### config.mk
export PLATFORM = sky130hd
export DESIGN_NAME = dtree_seq_eval_flat
export DESIGN_NICKNAME = d
export VERILOG_FILES = /design/src/rtl/dtree_pkg.sv /design/src/rtl/dtree_seq_eval_if.sv /design/src/rtl/dtree_node_mem.sv /design/src/rtl/dtree_seq_eval.sv /design/src/flat_wrapper.sv
export SDC_FILE = /design/constraint.sdc
export NUM_CORES = 1
export LEC_CHECK = 0
export BUFFER_PORTS_ARGS = -buffer_cell sky130_fd_sc_hd__buf_2
export CAP_MARGIN = 20
export CORE_MARGIN = 2
export CORE_UTILIZATION = 35
export CTS_BUF_LIST = sky130_fd_sc_hd__clkbuf_16
export DETAILED_ROUTE_END_ITERATION = 6
export PLACE_DENSITY_LB_ADDON = 0.08
export SYNTH_ARGS = -nofsm -noshare
export SYNTH_HDL_FRONTEND = slang
export SYNTH_SLANG_ARGS = --single-unit
### constraint.sdc
create_clock -name clk -period 8.5 [get_ports clk]
set_clock_uncertainty 0.15 [all_clocks]
set_input_delay 1.7 -clock clk [delete_from_list [all_inputs] [get_ports clk]]
set_output_delay 1.7 -clock clk [all_outputs]
set_load 0.1 [all_outputs]
### src/rtl/dtree_pkg.sv
// Shared definitions for the sequential decision-tree classifier.
// Holds field-width helpers, node-word field offsets, the walk FSM state
// type and node_pack(), which builds node words for benches and generators.
//
// Node word layout, MSB to LSB:
//   leaf(1) | feat_idx(FIDX_W) | prec(PREC_W) | thresh(FEAT_W) | t_ptr(NODE_W) | f_ptr(NODE_W)
package dtree_pkg;

  typedef enum logic [1:0] {
    IDLE = 2'd0,
    WALK = 2'd1,
    DONE = 2'd2
  } state_e;

  function automatic int unsigned fidx_w(input int unsigned n_feat);
    return (n_feat < 2) ? 1 : $clog2(n_feat);
  endfunction

  function automatic int unsigned prec_w(input int unsigned feat_w);
    return $clog2(feat_w + 1);
  endfunction

  function automatic int unsigned node_w(input int unsigned n_nodes);
    return (n_nodes < 2) ? 1 : $clog2(n_nodes);
  endfunction

  function automatic int unsigned node_dw(input int unsigned n_feat, input int unsigned feat_w,
                                          input int unsigned nw);
    return 1 + fidx_w(n_feat) + prec_w(feat_w) + feat_w + 2 * nw;
  endfunction

  // Field offsets (LSB position of each field in the node word)
  function automatic int unsigned off_fptr();
    return 0;
  endfunction

  function automatic int unsigned off_tptr(input int unsigned nw);
    return nw;
  endfunction

  function automatic int unsigned off_thresh(input int unsigned nw);
    return 2 * nw;
  endfunction

  function automatic int unsigned off_prec(input int unsigned feat_w, input int unsigned nw);
    return 2 * nw + feat_w;
  endfunction

  function automatic int unsigned off_fidx(input int unsigned feat_w, input int unsigned nw);
    return off_prec(feat_w, nw) + prec_w(feat_w);
  endfunction

  function automatic int unsigned off_leaf(input int unsigned n_feat, input int unsigned feat_w,
                                           input int unsigned nw);
    return off_fidx(feat_w, nw) + fidx_w(n_feat);
  endfunction

  // Offsets for the default build (N_FEAT=5, FEAT_W=8, N_NODES=16)
  localparam int unsigned DEF_NODE_W     = 4;
  localparam int unsigned DEF_OFF_FPTR   = 0;
  localparam int unsigned DEF_OFF_TPTR   = 4;
  localparam int unsigned DEF_OFF_THRESH = 8;
  localparam int unsigned DEF_OFF_PREC   = 16;
  localparam int unsigned DEF_OFF_FIDX   = 20;
  localparam int unsigned DEF_OFF_LEAF   = 23;
  localparam int unsigned DEF_NODE_DW    = 24;

  function automatic logic [63:0] field_mask(input int unsigned bits);
    return (64'(1) << bits) - 64'(1);
  endfunction

  // Packs a node word right-aligned in 64 bits; callers slice to NODE_DW.
  function automatic logic [63:0] node_pack(
    input int unsigned n_feat, input int unsigned feat_w, input int unsigned nw,
    input int unsigned leaf, input int unsigned fidx, input int unsigned prec,
    input int unsigned thresh, input int unsigned tptr, input int unsigned fptr);
    logic [63:0] w;
    int unsigned pos;
    w   = '0;
    pos = 0;
    w |= (64'(fptr) & field_mask(nw)) << pos;
    pos += nw;
    w |= (64'(tptr) & field_mask(nw)) << pos;
    pos += nw;
    w |= (64'(thresh) & field_mask(feat_w)) << pos;
    pos += feat_w;
    w |= (64'(prec) & field_mask(prec_w(feat_w))) << pos;
    pos += prec_w(feat_w);
    w |= (64'(fidx) & field_mask(fidx_w(n_feat))) << pos;
    pos += fidx_w(n_feat);
    w |= (64'(leaf) & 64'(1)) << pos;
    return w;
  endfunction

endpackage

### src/rtl/dtree_seq_eval_if.sv
// Handshake/config bundle for dtree_seq_eval.
//   in_valid/in_ready/in_feat     : feature vector input (feature i at [i*FEAT_W +: FEAT_W])
//   out_valid/out_ready           : result handshake
//   out_class/out_err             : class label and walk-failure flag
//   cfg_we/cfg_addr/cfg_data      : node-table write port
//   cfg_busy                      : high while a classification is in progress
// master = producer/consumer side, slave = classifier.
interface dtree_seq_eval_if
  import dtree_pkg::*;
#(
  parameter int unsigned N_FEAT  = 5,
  parameter int unsigned FEAT_W  = 8,
  parameter int unsigned CLASS_W = 5,
  parameter int unsigned N_NODES = 16,
  parameter int unsigned NODE_W  = node_w(N_NODES),
  parameter int unsigned NODE_DW = node_dw(N_FEAT, FEAT_W, NODE_W)
);
  logic                     in_valid;
  logic                     in_ready;
  logic [N_FEAT*FEAT_W-1:0] in_feat;
  logic                     out_valid;
  logic                     out_ready;
  logic [CLASS_W-1:0]       out_class;
  logic                     out_err;
  logic                     cfg_we;
  logic [NODE_W-1:0]        cfg_addr;
  logic [NODE_DW-1:0]       cfg_data;
  logic                     cfg_busy;

  modport master (
    output in_valid, in_feat, out_ready, cfg_we, cfg_addr, cfg_data,
    input  in_ready, out_valid, out_class, out_err, cfg_busy
  );

  modport slave (
    input  in_valid, in_feat, out_ready, cfg_we, cfg_addr, cfg_data,
    output in_ready, out_valid, out_class, out_err, cfg_busy
  );
endinterface

### src/rtl/dtree_node_mem.sv
// Node table: N_NODES x NODE_DW register file.
//   clk, rst  : clock, synchronous active-high clear of every entry
//   we_i      : write strobe; waddr_i/wdata_i written on the clock edge
//   raddr_i   : combinational read address; rdata_o = node[raddr_i]
// Addresses at or beyond N_NODES are ignored on write and read as zero.
module dtree_node_mem #(
  parameter int unsigned N_NODES = 16,
  parameter int unsigned NODE_W  = 4,
  parameter int unsigned NODE_DW = 24
) (
  input  logic               clk,
  input  logic               rst,
  input  logic               we_i,
  input  logic [NODE_W-1:0]  waddr_i,
  input  logic [NODE_DW-1:0] wdata_i,
  input  logic [NODE_W-1:0]  raddr_i,
  output logic [NODE_DW-1:0] rdata_o
);
  localparam int unsigned IDX_W = (N_NODES < 2) ? 1 : $clog2(N_NODES);

  logic [NODE_DW-1:0] mem_q [N_NODES];

  always_ff @(posedge clk) begin
    if (rst) begin
      mem_q <= '{default: '0};
    end else if (we_i && (32'(waddr_i) < N_NODES)) begin
      mem_q[waddr_i[IDX_W-1:0]] <= wdata_i;
    end
  end

  assign rdata_o = (32'(raddr_i) < N_NODES) ? mem_q[raddr_i[IDX_W-1:0]] : '0;
endmodule

### src/rtl/dtree_seq_eval.sv
// Sequential decision-tree classifier: one node visited per clock from a
// run-time-writable node table.
//   clk, rst : clock, synchronous active-high reset (also clears the table)
//   bus      : dtree_seq_eval_if slave (feature input, result output, config)
// Accept in IDLE, walk from node 0 until a leaf or an error, present the
// result in DONE until out_ready.
module dtree_seq_eval
  import dtree_pkg::*;
#(
  parameter int unsigned N_FEAT    = 5,
  parameter int unsigned FEAT_W    = 8,
  parameter int unsigned CLASS_W   = 5,
  parameter int unsigned N_NODES   = 16,
  parameter int unsigned MAX_DEPTH = 12,
  parameter int unsigned NODE_W    = node_w(N_NODES)
) (
  input logic             clk,
  input logic             rst,
  dtree_seq_eval_if.slave bus
);
  localparam int unsigned FIDX_W   = fidx_w(N_FEAT);
  localparam int unsigned PREC_W   = prec_w(FEAT_W);
  localparam int unsigned NODE_DW  = node_dw(N_FEAT, FEAT_W, NODE_W);
  localparam int unsigned STEP_W   = (MAX_DEPTH < 2) ? 1 : $clog2(MAX_DEPTH);
  localparam int unsigned OFF_FPTR = off_fptr();
  localparam int unsigned OFF_TPTR = off_tptr(NODE_W);
  localparam int unsigned OFF_THR  = off_thresh(NODE_W);
  localparam int unsigned OFF_PREC = off_prec(FEAT_W, NODE_W);
  localparam int unsigned OFF_FIDX = off_fidx(FEAT_W, NODE_W);
  localparam int unsigned OFF_LEAF = off_leaf(N_FEAT, FEAT_W, NODE_W);
  localparam logic [FEAT_W-1:0] ONES = '1;

  state_e                   state_q, state_d;
  logic [N_FEAT*FEAT_W-1:0] feat_q, feat_d;
  logic [NODE_W-1:0]        ptr_q, ptr_d;
  logic [STEP_W-1:0]        step_q, step_d;
  logic [CLASS_W-1:0]       class_q, class_d;
  logic                     err_q, err_d;

  logic [NODE_DW-1:0] node;
  logic               n_leaf;
  logic [FIDX_W-1:0]  n_fidx;
  logic [PREC_W-1:0]  n_prec;
  logic [FEAT_W-1:0]  n_thr;
  logic [NODE_W-1:0]  n_tptr, n_fptr;

  logic [FEAT_W-1:0]  feat_sel;
  logic [PREC_W-1:0]  prec_eff, shamt;
  logic [FEAT_W-1:0]  feat_top, thr_low;
  logic               cond, fidx_bad, ptr_bad, last_step;
  logic [NODE_W-1:0]  next_ptr;

  dtree_node_mem #(
    .N_NODES (N_NODES),
    .NODE_W  (NODE_W),
    .NODE_DW (NODE_DW)
  ) u_mem (
    .clk     (clk),
    .rst     (rst),
    .we_i    (bus.cfg_we && (state_q == IDLE)),
    .waddr_i (bus.cfg_addr),
    .wdata_i (bus.cfg_data),
    .raddr_i (ptr_q),
    .rdata_o (node)
  );

  assign n_leaf = node[OFF_LEAF];
  assign n_fidx = node[OFF_FIDX +: FIDX_W];
  assign n_prec = node[OFF_PREC +: PREC_W];
  assign n_thr  = node[OFF_THR  +: FEAT_W];
  assign n_tptr = node[OFF_TPTR +: NODE_W];
  assign n_fptr = node[OFF_FPTR +: NODE_W];

  // Out-of-range feature index selects zero; fidx_bad flags it separately.
  always_comb begin
    feat_sel = '0;
    for (int unsigned i = 0; i < N_FEAT; i++) begin
      if (32'(n_fidx) == i) feat_sel = feat_q[i*FEAT_W +: FEAT_W];
    end
  end

  // Compare the top prec bits of the feature against the low prec bits of
  // the threshold. Both sides are right-aligned, so prec=0 gives 0 <= 0.
  assign prec_eff  = (32'(n_prec) > FEAT_W) ? PREC_W'(FEAT_W) : n_prec;
  assign shamt     = PREC_W'(FEAT_W) - prec_eff;
  assign feat_top  = feat_sel >> shamt;
  assign thr_low   = n_thr & ~(ONES << prec_eff);
  assign cond      = (feat_top <= thr_low);
  assign next_ptr  = cond ? n_tptr : n_fptr;
  assign fidx_bad  = (32'(n_fidx) >= N_FEAT);
  assign ptr_bad   = (32'(next_ptr) >= N_NODES);
  assign last_step = (32'(step_q) == MAX_DEPTH - 1);

  always_comb begin
    state_d = state_q;
    feat_d  = feat_q;
    ptr_d   = ptr_q;
    step_d  = step_q;
    class_d = class_q;
    err_d   = err_q;
    unique case (state_q)
      IDLE: begin
        if (bus.in_valid) begin
          feat_d  = bus.in_feat;
          ptr_d   = '0;
          step_d  = '0;
          state_d = WALK;
        end
      end
      WALK: begin
        if (n_leaf) begin
          class_d = n_thr[CLASS_W-1:0];
          err_d   = 1'b0;
          state_d = DONE;
        end else if (fidx_bad || ptr_bad || last_step) begin
          class_d = '0;
          err_d   = 1'b1;
          state_d = DONE;
        end else begin
          ptr_d  = next_ptr;
          step_d = step_q + 1'b1;
        end
      end
      DONE: begin
        if (bus.out_ready) state_d = IDLE;
      end
      default: state_d = IDLE;
    endcase
  end

  always_ff @(posedge clk) begin
    if (rst) begin
      state_q <= IDLE;
      feat_q  <= '0;
      ptr_q   <= '0;
      step_q  <= '0;
      class_q <= '0;
      err_q   <= 1'b0;
    end else begin
      state_q <= state_d;
      feat_q  <= feat_d;
      ptr_q   <= ptr_d;
      step_q  <= step_d;
      class_q <= class_d;
      err_q   <= err_d;
    end
  end

  // Result fields are gated so they read zero whenever no result is offered.
  assign bus.in_ready  = (state_q == IDLE);
  assign bus.out_valid = (state_q == DONE);
  assign bus.out_class = (state_q == DONE) ? class_q : '0;
  assign bus.out_err   = (state_q == DONE) ? err_q : 1'b0;
  assign bus.cfg_busy  = (state_q != IDLE);
endmodule
### src/flat_wrapper.sv
// flat-port wrapper written by rule: the top's interface ports become plain ports
module dtree_seq_eval_flat import dtree_pkg::*;
#(
  parameter int unsigned N_FEAT    = 5,
  parameter int unsigned FEAT_W    = 8,
  parameter int unsigned CLASS_W   = 5,
  parameter int unsigned N_NODES   = 16,
  parameter int unsigned MAX_DEPTH = 12,
  parameter int unsigned NODE_W    = node_w(N_NODES)
)
  (clk, rst, bus_in_valid, bus_in_feat, bus_out_ready, bus_cfg_we, bus_cfg_addr, bus_cfg_data, bus_in_ready, bus_out_valid, bus_out_class, bus_out_err, bus_cfg_busy);
  dtree_seq_eval_if #(.N_FEAT(N_FEAT), .FEAT_W(FEAT_W), .CLASS_W(CLASS_W), .N_NODES(N_NODES), .NODE_W(NODE_W)) bus_i ();
  input logic clk;
  input logic rst;
  input wire logic [$bits(bus_i.in_valid)-1:0] bus_in_valid;
  input wire logic [$bits(bus_i.in_feat)-1:0] bus_in_feat;
  input wire logic [$bits(bus_i.out_ready)-1:0] bus_out_ready;
  input wire logic [$bits(bus_i.cfg_we)-1:0] bus_cfg_we;
  input wire logic [$bits(bus_i.cfg_addr)-1:0] bus_cfg_addr;
  input wire logic [$bits(bus_i.cfg_data)-1:0] bus_cfg_data;
  output wire logic [$bits(bus_i.in_ready)-1:0] bus_in_ready;
  output wire logic [$bits(bus_i.out_valid)-1:0] bus_out_valid;
  output wire logic [$bits(bus_i.out_class)-1:0] bus_out_class;
  output wire logic [$bits(bus_i.out_err)-1:0] bus_out_err;
  output wire logic [$bits(bus_i.cfg_busy)-1:0] bus_cfg_busy;
  assign bus_i.in_valid = bus_in_valid;
  assign bus_i.in_feat = bus_in_feat;
  assign bus_i.out_ready = bus_out_ready;
  assign bus_i.cfg_we = bus_cfg_we;
  assign bus_i.cfg_addr = bus_cfg_addr;
  assign bus_i.cfg_data = bus_cfg_data;
  assign bus_in_ready = bus_i.in_ready;
  assign bus_out_valid = bus_i.out_valid;
  assign bus_out_class = bus_i.out_class;
  assign bus_out_err = bus_i.out_err;
  assign bus_cfg_busy = bus_i.cfg_busy;
  dtree_seq_eval #(.N_FEAT(N_FEAT), .FEAT_W(FEAT_W), .CLASS_W(CLASS_W), .N_NODES(N_NODES), .MAX_DEPTH(MAX_DEPTH), .NODE_W(NODE_W)) u_core (.clk(clk), .rst(rst), .bus(bus_i));
endmodule
* Word-level counts from Yosys, hierarchy flattened
Index checks and enable logic that the tools add are counted.
W data, S select, Z words.
** Storage, ports and cells
- Register bits :: 440
- Input bits :: 73
- Output and inout port bits :: 9
- Word-level logic and storage cells :: 91
** Cells by class
- Add/sub/neg operators :: 2
- Magnitude comparators :: 6
- Equal/unequal tests :: 12
- Shifts and indexed selects :: 2
- Multiplexer cells :: 31
- Bitwise logic cells :: 4
- Reduce and logical (&&, ||, !) cells :: 12
** Operators by type and width (number)
- $bwmux W384 :: 1
- $bmux W24 S4 :: 1
- $demux W24 S4 :: 1
- $mux W24 :: 3
- $mux W8 :: 5
- $mux W4 :: 7
- $pmux W4 S2 :: 2
- $mux W5 :: 3
- $ge A5 B5 Y1 const B :: 2
- $not A4 Y5 :: 2
- $and A8 B8 Y8 :: 1
- $le A8 B8 Y1 :: 1
- $mux W2 :: 4
- $ne A2 B2 Y1 const B :: 4
- $not A8 Y8 :: 1
- $shl A8 B4 Y8 const A :: 1
- $shr A8 B4 Y8 :: 1
- $eq A3 B2 Y1 const B :: 2
- $pmux W2 S3 :: 1
- $reduce_bool A2 Y1 :: 3
- $lt A5 B1 Y1 const B :: 1
- $add A4 B1 Y4 const B :: 1
- $eq A4 B4 Y1 const B :: 1
- $gt A4 B4 Y1 const B :: 1
- other kinds (15) :: 19

* Depth between registers and ports, before layout
Gate-level depths: netlist of run 1.
- Word-level depth :: 16
- Depth in mapped cells :: 26
- Gate-level depth less buffers :: 22

* Hierarchy
From an unflattened synthesis of run 1, not the netlist that was laid out.
** Second synthesis, totals
- Cells, all modules :: 2407
- Area, all modules :: 20577.2 um^2
** Modules (own cells, without submodules)
- dtree_node_mem :: instances 1, cells an instance 2016, area each 17503.0 um^2, seq. area each 7687.4 um^2
- dtree_seq_eval :: instances 1, cells an instance 391, area each 3074.2 um^2, seq. area each 1121.1 um^2

* Worst setup path before layout of run 1
No wires, ideal clock.
- Path kind :: register to register
- From :: register u_core.ptr_q[1]
- To :: register u_core.ptr_q[3]
- Library setup time :: 0.119 ns
- Data arrival time :: 5.064 ns
- Data required time :: 8.231 ns
- Slack :: 3.167 ns
- Stages on the path, launching flop included :: 26
- Path buffers :: 5
- Period minus slack after synthesis :: 5.333 ns
- Cells stage by stage :: dfxtp_1 -> buf_6 -> buf_12 -> buf_8 -> buf_4 -> mux4_2 -> mux4_2 -> nand2_2 -> buf_2 -> ha_1 -> inv_1 -> ha_1 -> or2b_2 -> or2b_2 -> nor2_1 -> nor4_2 -> ha_1 -> nor2b_1 -> o21a_1 -> o21a_1 -> o21ai_0 -> a21oi_1 -> mux2i_1 -> mux2i_1 -> a32oi_1 -> o2bb2ai_1
** Between the ends
- Word-level cells in the longest chain between the ends :: 16
- Elaborated cells between the ends (all ways) :: 31
- Those cells by class :: add/sub: 1; order compare: 3; eq/ne: 6; shift: 2; mux: 13; bitwise: 3; reduce/logical: 3
** RTL lines
- start: declaration :: RTL line dtree_seq_eval.sv:35 : logic [NODE_W-1:0] ptr_q, ptr_d;
- start signal: assignment :: RTL line dtree_seq_eval.sv:142 : ptr_q <= ptr_d;
- $not A4 Y5 (not written as such) (*) :: RTL line dtree_node_mem.sv:31 : assign rdata_o = (32'(raddr_i) < N_NODES) ? mem_q[raddr_i[IDX_W-1:0]] : '0;
- $bmux W24 S4 (*) :: RTL line dtree_node_mem.sv:31
- $mux W24 (not written as such) (*) (2 in a row) :: RTL line dtree_node_mem.sv:31
- branches (longest 12 deep; another with $le A8 B8 Y1)
Every way passes the cells marked *. The select of a mux whose other input is x is not followed.
A chain may end at the register's enable or synchronous reset.

* Worst setup path after layout of run 1
- From :: register u_core.ptr_q[0]
- To :: register u_core.ptr_q[3]
The elaborated chain is that of the path after synthesis.

==> results of run 1 <==
[metrics by stage]
stage               area, sq um  hold slack [ns]  worst slack (ns)  utilization [%]  total power, W
global route              21600            0.314              1.76             39.5         0.00450
CTS                       21600            0.301              1.70             39.5         0.00441
detailed placement        20100            0.293              1.73             36.7         0.00238
global placement          20100            0.288              1.93             36.7         0.00238
floorplan                 19300            0.281              3.17                -         0.00229
finish                    21600            0.299              2.25             39.5         0.00436
[power breakdown]
| part | internal [W] | switching [W] | leakage [nW] | total [W] |
|---|---|---|---|---|
| clock network | 0.00113 | 0.000895 | 0.803 | 0.00202 |
| logic | 0.0000604 | 0.000164 | 2.73 | 0.000225 |
| registers | 0.00209 | 0.0000179 | 3.56 | 0.00211 |
| total | 0.00328 | 0.00108 | 7.09 | 0.00436 |
[layout by cell type (no fill, tap or decap), types with 12 or more instances in the layout]
cell       synthesis  layout
buf_4              2      45
nand2_1          886     886
dfxtp_1          440     436
clkbuf_16          0      52
a21oi_1          436     436
clkinv_1           1      13
ha_1              13      13
inv_1              8      25
buf_2             13      80
nor2_2             0      12
mux4_2           108     108
mux2i_1           34      33
nor2_1            39      27
[sequential cells by signal, indices dropped and copies added, names as in the netlist]
register / flops
u_core.feat_q: 40
u_core.step_q: 4
u_core.ptr_q: 4
u_core.err_q: 1
u_core.state_q: 2
u_core.u_mem.mem_q: 384
u_core.class_q: 5
[tightest hold or removal path: stages (launching register included)]
cell and delay, ns:
dfxtp_1 0.30, nand2_1 0.05, a21oi_1 0.05
[path summary, 6_finish.rpt]
kind         cells past startpoint                            startpoint  slack, ns                                    to
min reg2reg                      2  u_core.u_mem.mem_q[213]$_SDFFE_PP0P_       0.30  u_core.u_mem.mem_q[213]$_SDFFE_PP0P_
min                              2  u_core.u_mem.mem_q[213]$_SDFFE_PP0P_       0.30  u_core.u_mem.mem_q[213]$_SDFFE_PP0P_
max reg2reg                     22          u_core.ptr_q[0]$_SDFFE_PP0P_       2.25          u_core.ptr_q[3]$_SDFFE_PP0P_
max                             22          u_core.ptr_q[0]$_SDFFE_PP0P_       2.25          u_core.ptr_q[3]$_SDFFE_PP0P_
[Yosys cell counts, types with 3 or more instances]
library cell,count
buf_2,13
a21oi_1,436
mux2i_1,34
nor3_1,13
nand2_1,886
nand3_1,6
nand4_1,3
and2_1,9
dfxtp_1,440
ha_1,13
buf_1,3
o22ai_1,9
o21ai_1,9
buf_6,7
mux4_1,7
mux4_2,108
clkbuf_1,178
a22oi_1,7
mux2_2,3
and3_1,3
nand2b_1,5
nor2_1,39
nor2b_1,7
inv_1,8
[metal layers]
layer / up-vias / share of wire [%] / track usage [%]
met5: - / 0.039 / 0
li1: 7679 / - / -
met3: 109 / 5.4 / 3.87
met4: 4 / 2.7 / 7.59
met2: 431 / 49 / 41.6
met1: 7875 / 43 / 32.1
[cell families (layout without fill, tap and decap cells)]
group / Yosys count / after routing
and+or+nand+nor: 985 / 985
DFF: 440 / 440
buffers and inverters: 215 / 228
xor gates and xnor gates: 2 / 2
muxes: 153 / 153
other: 0 / 1
adders and majority gates: 13 / 13
AOI/OAI and AO/OA: 483 / 483
[layout make-up]
class	count	area [sq um]	share of cell area, %
Antenna cell	1	2.50	0.0116
Timing Repair Buffer	127	773	3.57
Sequential cell	440	8820	40.8
Tap cell	704	881	4.07
Clock buffer	52	1300	6.01
Inverter	10	37.5	0.174
Multi-Input combinational cell	1636	9620	44.5
Clock inverter	39	199	0.920
==> results_dict.tcl, run 1 <==
set metrics [dict create \
    vias_per_cell 5.35 \
    clkSinkCount 440 \
    crit_type "flip-flop to flip-flop" \
    rsz0062_at_grt "no" \
    ctsRootBufferMaster "clkbuf_16" \
    synth_simple_gate_area_share_pct 20.0 \
    fin_nets 2352 \
    synth-compound-area-share_pct 13.0 \
    yosys_warnings 0 \
    dr_total_vias 16100 \
    outcome "completed" \
    cts.clk_slew.worst_paths_ns 0.06 \
    antenna_found_initial 5 \
    synth_top_family_by_area "simple AND/OR/NAND/NOR gates" \
    synth.area.top_cells "dfxtp_1 (46%), nand2_1 (17%), mux4_2 (13%)" \
    yosysTopAreaCellShare_pct 45.7 \
    irDropWorstVdd_v 0.000143 \
    syn2layout_area_growth_pct 12.2 \
    fin_crit_sh_pct 73.6 \
    fmax_mhz 160 \
    seq_area_frac_synth_pct 45.7 \
    required_ns 8.85 \
    cp_common_cell "ha_1" \
    grt_pass1_wl_um 103000 \
    muxShareOfSynthArea_pct 15.6 \
    start_util_pct 35.2 \
    hpwlAfterDp_um 40500 \
    synth.distinct_cells 59 \
    synthArstFlopShare_pct 0 \
    gp_congestion 0.757 \
    fp.dieH_um 239 \
    crit_chain "mux4_1 > mux4_2 > inv_1 > nand2_2 > ha_1 > inv_1 > ha_1 > nor3_1 > nand2_1 > and4_1 > o22ai_1 > ha_1 > nor2b_1 > o21a_1 > o21a_1 > o21ai_0 > a21oi_1 > buf_4 > mux2i_1 > mux2i_1 > a32oi_1 > o2bb2ai_1" \
    port_buffers 81 \
    cts_buffers 51 \
    path_max_fanout 36 \
    pwr_density_cell_nw_per_um2 201 \
    synth_fa_ha_area_share_pct 0.844 \
    layout-drive-gt1-share_pct 14.5 \
    fillCellCount 5523 \
    worst_setup_path_start_kind "flip-flop" \
    synth_top_flop_cell "dfxtp_1" \
    cts_buffer_depth 3 \
    row_count 86 \
    dieArea_sq_um 57000 \
    hp-class "flip-flop to flip-flop" \
    overflow 0 \
    finalSetupTns_ns 0 \
    yosys.area.top_type "dfxtp_1" \
    ant_nets 0 \
    path_buf_inv 3 \
    cts_tree "built" \
    drtIter0Drc 1146 \
    synth_area_sq_um 19300 \
    instances_no_fill 3009 \
    worst_pin_slew_ns 1.12 \
    drcViolationCount 0 \
    synth_seq_cells 440 \
    crit_slowest_cell "dfxtp_4" \
    io_pins 82 \
    finalCriticalPeriod_ns 6.25 \
    leakage_nw 7.09 \
    hold_viol_final 0 \
    clock_latency_ns 0.61 \
    die_w_um 239 \
    wirelength_um 69800 \
    worstPathArrival_ns 6.60 \
    final-setup-viol-count 0 \
    grt_pass1_vias 15500 \
    h-tree-depth 2 \
    end_kind "flip-flop" \
    syn_nets 2377 \
    critPathMaxStageDelay_ns 0.87 \
    maxSlewViolCount 0 \
    grt_max_degree 161 \
    grtUsageTotal_pct 24.5 \
    netlist_instances 2291 \
    cts_hold_buf 0 \
    dp.cells 2916 \
    wl_per_cell_um 23.2 \
    cts_setup_buffers 0 \
    first_pass_iters 7 \
    core_sq_um 54800 \
    drv_cap 0 \
    synth_edf_count 0 \
    cts_resized 0 \
    max_slew_margin_pct 25.6 \
    syn_avg_cell_area_sq_um 8.41 \
    synth_xor_area_share_pct 0.0909 \
    critical_path.top_delay_family "multiplexers" \
]
No activity file was read; power rests on OpenSTA's default activity.
==> run 2, diff against run 1 <==
- clock period: 8.5 -> 5.19 ns (I/O delays scaled with it)
==> results_dict.tcl, run 2 (synthesis gave the netlist of run 1 again) <==
set metrics [dict create \
    outcome "completed" \
    core_sq_um 54800 \
    dp.cells 2941 \
    crit_chain "buf_12 > buf_4 > mux4_1 > mux4_2 > buf_4 > or2_4 > nor3_4 > nor3_1 > buf_4 > a22o_1 > nor2_1 > o22ai_2 > ha_1 > nor2b_1 > o21a_1 > o21a_1 > o21ai_2 > a21oi_4 > buf_4 > mux2i_1 > mux2i_1 > a32oi_1 > o2bb2ai_1" \
    wirelength_um 68500 \
    worstPathArrival_ns 5.29 \
    layout_commonest_cell "nand2_1" \
    hpwlAfterDp_um 40200 \
    clock_latency_ns 0.60 \
    fin_nets 2385 \
    h-tree-depth 2 \
    ctsRootBufferMaster "clkbuf_16" \
    port_buffers 81 \
    layout-drive-gt1-share_pct 16.0 \
    drtIter0Drc 1163 \
    cts_buffer_depth 3 \
    grt_pass1_vias 15500 \
    start_util_pct 35.2 \
    drcViolationCount 0 \
    place_ws_ns -0.167 \
    hp-class "flip-flop to flip-flop" \
    critical_path.top_delay_family "multiplexers" \
    first_pass_iters 5 \
    ant_nets 0 \
    instances_no_fill 3035 \
    die_w_um 239 \
    final-setup-viol-count 0 \
    syn2layout_area_growth_pct 14.1 \
    antenna_found_initial 3 \
    crit_type "flip-flop to flip-flop" \
    layout_common_cells "nand2_1 (886), dfxtp_1 (436), a21oi_1 (435), mux4_2 (109), buf_2 (80)" \
    finalCriticalPeriod_ns 4.96 \
    wl_per_cell_um 22.6 \
    drv_cap 0 \
    top_regs "u_core.u_mem.mem_q: 384 flops, u_core.feat_q: 40 flops, u_core.class_q: 5 flops" \
    dr_total_vias 16300 \
    cts.clk_slew.worst_paths_ns 0.06 \
    path_max_fanout 6 \
    required_ns 5.52 \
    worst_setup_path_start_kind "flip-flop" \
    pwr_density_cell_nw_per_um2 325 \
    max_slew_margin_pct 29.2 \
    irDropWorstVdd_v 0.000225 \
    critPathMaxStageDelay_ns 0.58 \
    dieArea_sq_um 57000 \
    grt_max_degree 123 \
    end_kind "flip-flop" \
    largest_register_ffs 384 \
    worst_slack_ns 0.233 \
    row_count 86 \
    fmax_mhz 202 \
    leakage_nw 7.24 \
    cts_buffers 50 \
    cts_tree "built" \
    maxSlewViolCount 0 \
    io_pins 82 \
    grtUsageTotal_pct 23.9 \
    top_register "u_core.u_mem.mem_q" \
    fin_crit_sh_pct 95.5 \
    clkSinkCount 440 \
    grt_pass1_wl_um 102000 \
    cp_common_cell "buf_4" \
    overflow 0 \
    path_buf_inv 5 \
    fp.dieH_um 239 \
    worst_pin_slew_ns 1.04 \
    crit_slowest_cell "mux4_1" \
    gp_congestion 0.781 \
    vias_per_cell 5.37 \
    hold_viol_final 0 \
]
==> run 2: final cells by class <==
type	instances	area [sq um]
multi-input cells	1636	9660
flip-flops and latches	440	8820
inverters	10	37.5
clock inverters	31	204
diodes	2	5.00
well taps	704	881
repair buffers	161	1110
fillers	5459	32800
clock buffers	51	1280
==> run 2: what timing repair did <==
action	in CTS	in global routing
buffers inserted	0	10
endpoints found under the setup margin	4	4
endpoints found under the hold margin	0	0
pin swaps	0	2
resized for setup	3	11
hold buffers	0	0
==> run 2: final timing paths <==
kind / from / end / slack (ns) / cells past startpoint
hold reg to reg: u_core.u_mem.mem_q[291]$_SDFFE_PP0P_ / u_core.u_mem.mem_q[291]$_SDFFE_PP0P_ / 0.30 / 2
setup / recovery: u_core.ptr_q[0]$_SDFFE_PP0P_ / u_core.ptr_q[3]$_SDFFE_PP0P_ / 0.23 / 23
hold / removal: u_core.u_mem.mem_q[291]$_SDFFE_PP0P_ / u_core.u_mem.mem_q[291]$_SDFFE_PP0P_ / 0.30 / 2
setup reg to reg: u_core.ptr_q[0]$_SDFFE_PP0P_ / u_core.ptr_q[3]$_SDFFE_PP0P_ / 0.23 / 23
==> run 2: worst reg2reg max path, cell delays in order, from the launching register on <==
cell and delay (ns):
dfxtp_4 0.36, buf_12 0.11, buf_4 0.16, mux4_1 0.59, mux4_2 0.55, buf_4 0.17
or2_4 0.24, nor3_4 0.23, nor3_1 0.07, buf_4 0.16, a22o_1 0.22, nor2_1 0.13
o22ai_2 0.08, ha_1 0.29, nor2b_1 0.13, o21a_1 0.11, o21a_1 0.12, o21ai_2 0.07
a21oi_4 0.24, buf_4 0.16, mux2i_1 0.17, mux2i_1 0.09, a32oi_1 0.16, o2bb2ai_1 0.09
==> run 2: per-stage QoR <==
step,setup TNS (ns),hold slack [ns],power [W],instance area [sq um],utilization [%]
after detailed placement,-0.214,0.293,0.00390,20400,37.2
final,0,0.300,0.00715,22000,40.2
after global placement,-0.0838,0.288,0.00390,20400,37.2
after floorplan,0,0.281,0.00376,19300,-
after global routing,-0.0817,0.315,0.00739,22000,40.1
after CTS,0,0.302,0.00722,21900,39.9
==> run 2: power by group <==
group	switching, W	internal (W)	leakage (nW)
clock	0.00141	0.00190	0.774
sequential	0.0000282	0.00343	3.56
combinational	0.000271	0.000106	2.91
total	0.00171	0.00543	7.24
==> run 2: metal layers <==
layer | vias to the layer above | global-route usage (%) | part of all wire (%) | routed length, um
li1 | 7728 | - | - | -
met1 | 8015 | 31.1 | 43 | 29400
met2 | 458 | 40.7 | 49 | 33300
met3 | 100 | 3.85 | 5.8 | 3990
met4 | 0 | 7.06 | 2.5 | 1740
met5 | - | 0 | 0 | 0
==> run 3, diff against run 2 <==
- CORE_MARGIN: 2 -> unset
- RECOVER_POWER: unset -> 100
==> results_dict.tcl, run 3 (synthesis gave the netlist of run 1 again) <==
set metrics [dict create \
    final-setup-viol-count 0 \
    worst_pin_slew_ns 2.24 \
    grt_max_degree 150 \
    gp_congestion 0.815 \
    grt_pass1_vias 15700 \
    fin_nets 2387 \
    first_pass_iters 5 \
    dp.cells 2936 \
    drcViolationCount 0 \
    outcome "finished, violations left" \
    h-tree-depth 2 \
    cts_hold_buf 0 \
    finalPower_w 0.00710 \
    hold_depth 2 \
    fin_crit_sh_pct 95.7 \
    required_ns 5.48 \
    irDropWorstVdd_v 0.000242 \
    maxSlewViolCount 349 \
    drtIter0Drc 1292 \
    hpwlAfterDp_um 41400 \
    layout_commonest_cell "nand2_1" \
    overflow 0 \
    r2r_cells 22 \
    port_buffers 81 \
    antenna_found_initial 4 \
    cts.clk_slew.worst_paths_ns 0.06 \
    vias_per_cell 5.37 \
    leakage_nw 7.14 \
    io_pins 82 \
    finalCriticalPeriod_ns 4.96 \
    start_util_pct 35.6 \
    dieArea_sq_um 56000 \
    clock_latency_ns 0.61 \
    path_max_fanout 5 \
    fp.dieH_um 237 \
    layout-drive-gt1-share_pct 14.9 \
    top_register "u_core.u_mem.mem_q" \
    grtUsageTotal_pct 24.5 \
    final_util_pct 40.4 \
    max_slew_margin_pct -49.1 \
    syn2layout_area_growth_pct 13.5 \
    cts_buffers 50 \
    worstPathArrival_ns 5.25 \
    fmax_mhz 201 \
    wirelength_um 68900 \
    ant_nets 0 \
    dr_total_vias 16300 \
    instances_no_fill 3037 \
    drv_cap 14 \
    fillCellCount 5421 \
    layout_common_cells "nand2_1 (885), dfxtp_1 (436), a21oi_1 (435), mux4_2 (110), buf_2 (71)" \
    finalSetupTns_ns 0 \
    worst_setup_path_start_kind "flip-flop" \
    wl_per_cell_um 22.7 \
    hold_viol_final 0 \
    diodes 0 \
    largest_register_ffs 384 \
    crit_type "flip-flop to flip-flop" \
    clkSinkCount 440 \
    row_count 85 \
    grt_pass1_wl_um 102000 \
    cts_tree "built" \
    die_w_um 237 \
    top_regs "u_core.u_mem.mem_q: 384 flops, u_core.feat_q: 40 flops, u_core.class_q: 5 flops" \
    violations "capacitance limit, slew limit" \
    hp-class "flip-flop to flip-flop" \
    core_sq_um 54100 \
    end_kind "flip-flop" \
    cts_buffer_depth 3 \
    pwr_density_cell_nw_per_um2 324 \
    ctsRootBufferMaster "clkbuf_16" \
]
## run 3: final timing paths
| path | start | end | slack, ns |
|---|---|---|---|
| max | u_core.ptr_q[0]$_SDFFE_PP0P_ | u_core.ptr_q[2]$_SDFFE_PP0P_ | 0.23 |
| min | u_core.u_mem.mem_q[121]$_SDFFE_PP0P_ | u_core.u_mem.mem_q[121]$_SDFFE_PP0P_ | 0.30 |
| max reg2reg | u_core.ptr_q[0]$_SDFFE_PP0P_ | u_core.ptr_q[2]$_SDFFE_PP0P_ | 0.23 |
| min reg2reg | u_core.u_mem.mem_q[121]$_SDFFE_PP0P_ | u_core.u_mem.mem_q[121]$_SDFFE_PP0P_ | 0.30 |
## run 3: critical path, stage by stage, from the launching register on
cell,delay [ns]
dfxtp_4,0.36
buf_6,0.12
mux4_1,0.55
mux4_2,0.57
buf_4,0.18
or2_4,0.27
nor3_4,0.27
nor3_2,0.06
buf_4,0.15
a22o_1,0.26
buf_4,0.14
o21ai_1,0.11
o21ai_1,0.08
ha_1,0.29
and3_1,0.18
nand4_1,0.08
o21ai_0,0.15
a21oi_4,0.19
buf_4,0.19
mux2i_1,0.22
nor2_1,0.06
a21oi_1,0.13
nor2_1,0.05
## run 3: through the flow
stage                     area, sq um  hold slack, ns  worst slack [ns]
after detailed placement        20400           0.294            -0.196
final                           21900           0.301             0.226
after CTS                       21900           0.302            0.0202
after global placement          20400           0.288           -0.0703
after floorplan                 19300           0.281            0.0306
after global routing            21900           0.317           -0.0116
## run 3: final cells by class
type | count | area (sq um) | area share (%)
clock buffers | 50 | 1250 | 5.72
flip-flops and latches | 440 | 8820 | 40.3
well taps | 696 | 871 | 3.98
multi-input cells | 1636 | 9650 | 44.1
clock inverters | 42 | 224 | 1.02
repair buffers | 163 | 1020 | 4.67
inverters | 10 | 37.5 | 0.172
## run 3: metal layers
metal	vias up	track usage (%)	part of all wire, %
li1	7742	-	-
met1	8001	32.6	45
met2	457	41.3	48
met3	103	3.46	5.2
met4	4	6.79	2.2
met5	-	0	0.036
## run 3: what timing repair did
action	4_1_cts	5_1_grt
pin swaps	0	8
setup endpoints to repair	4	4
gates resized for setup	3	21
buffers inserted	0	10
## run 3: power by group
group	internal [W]	switching [W]
registers	0.00343	0.0000286
logic	0.000107	0.000270
clock network	0.00179	0.00147
total	0.00533	0.00177
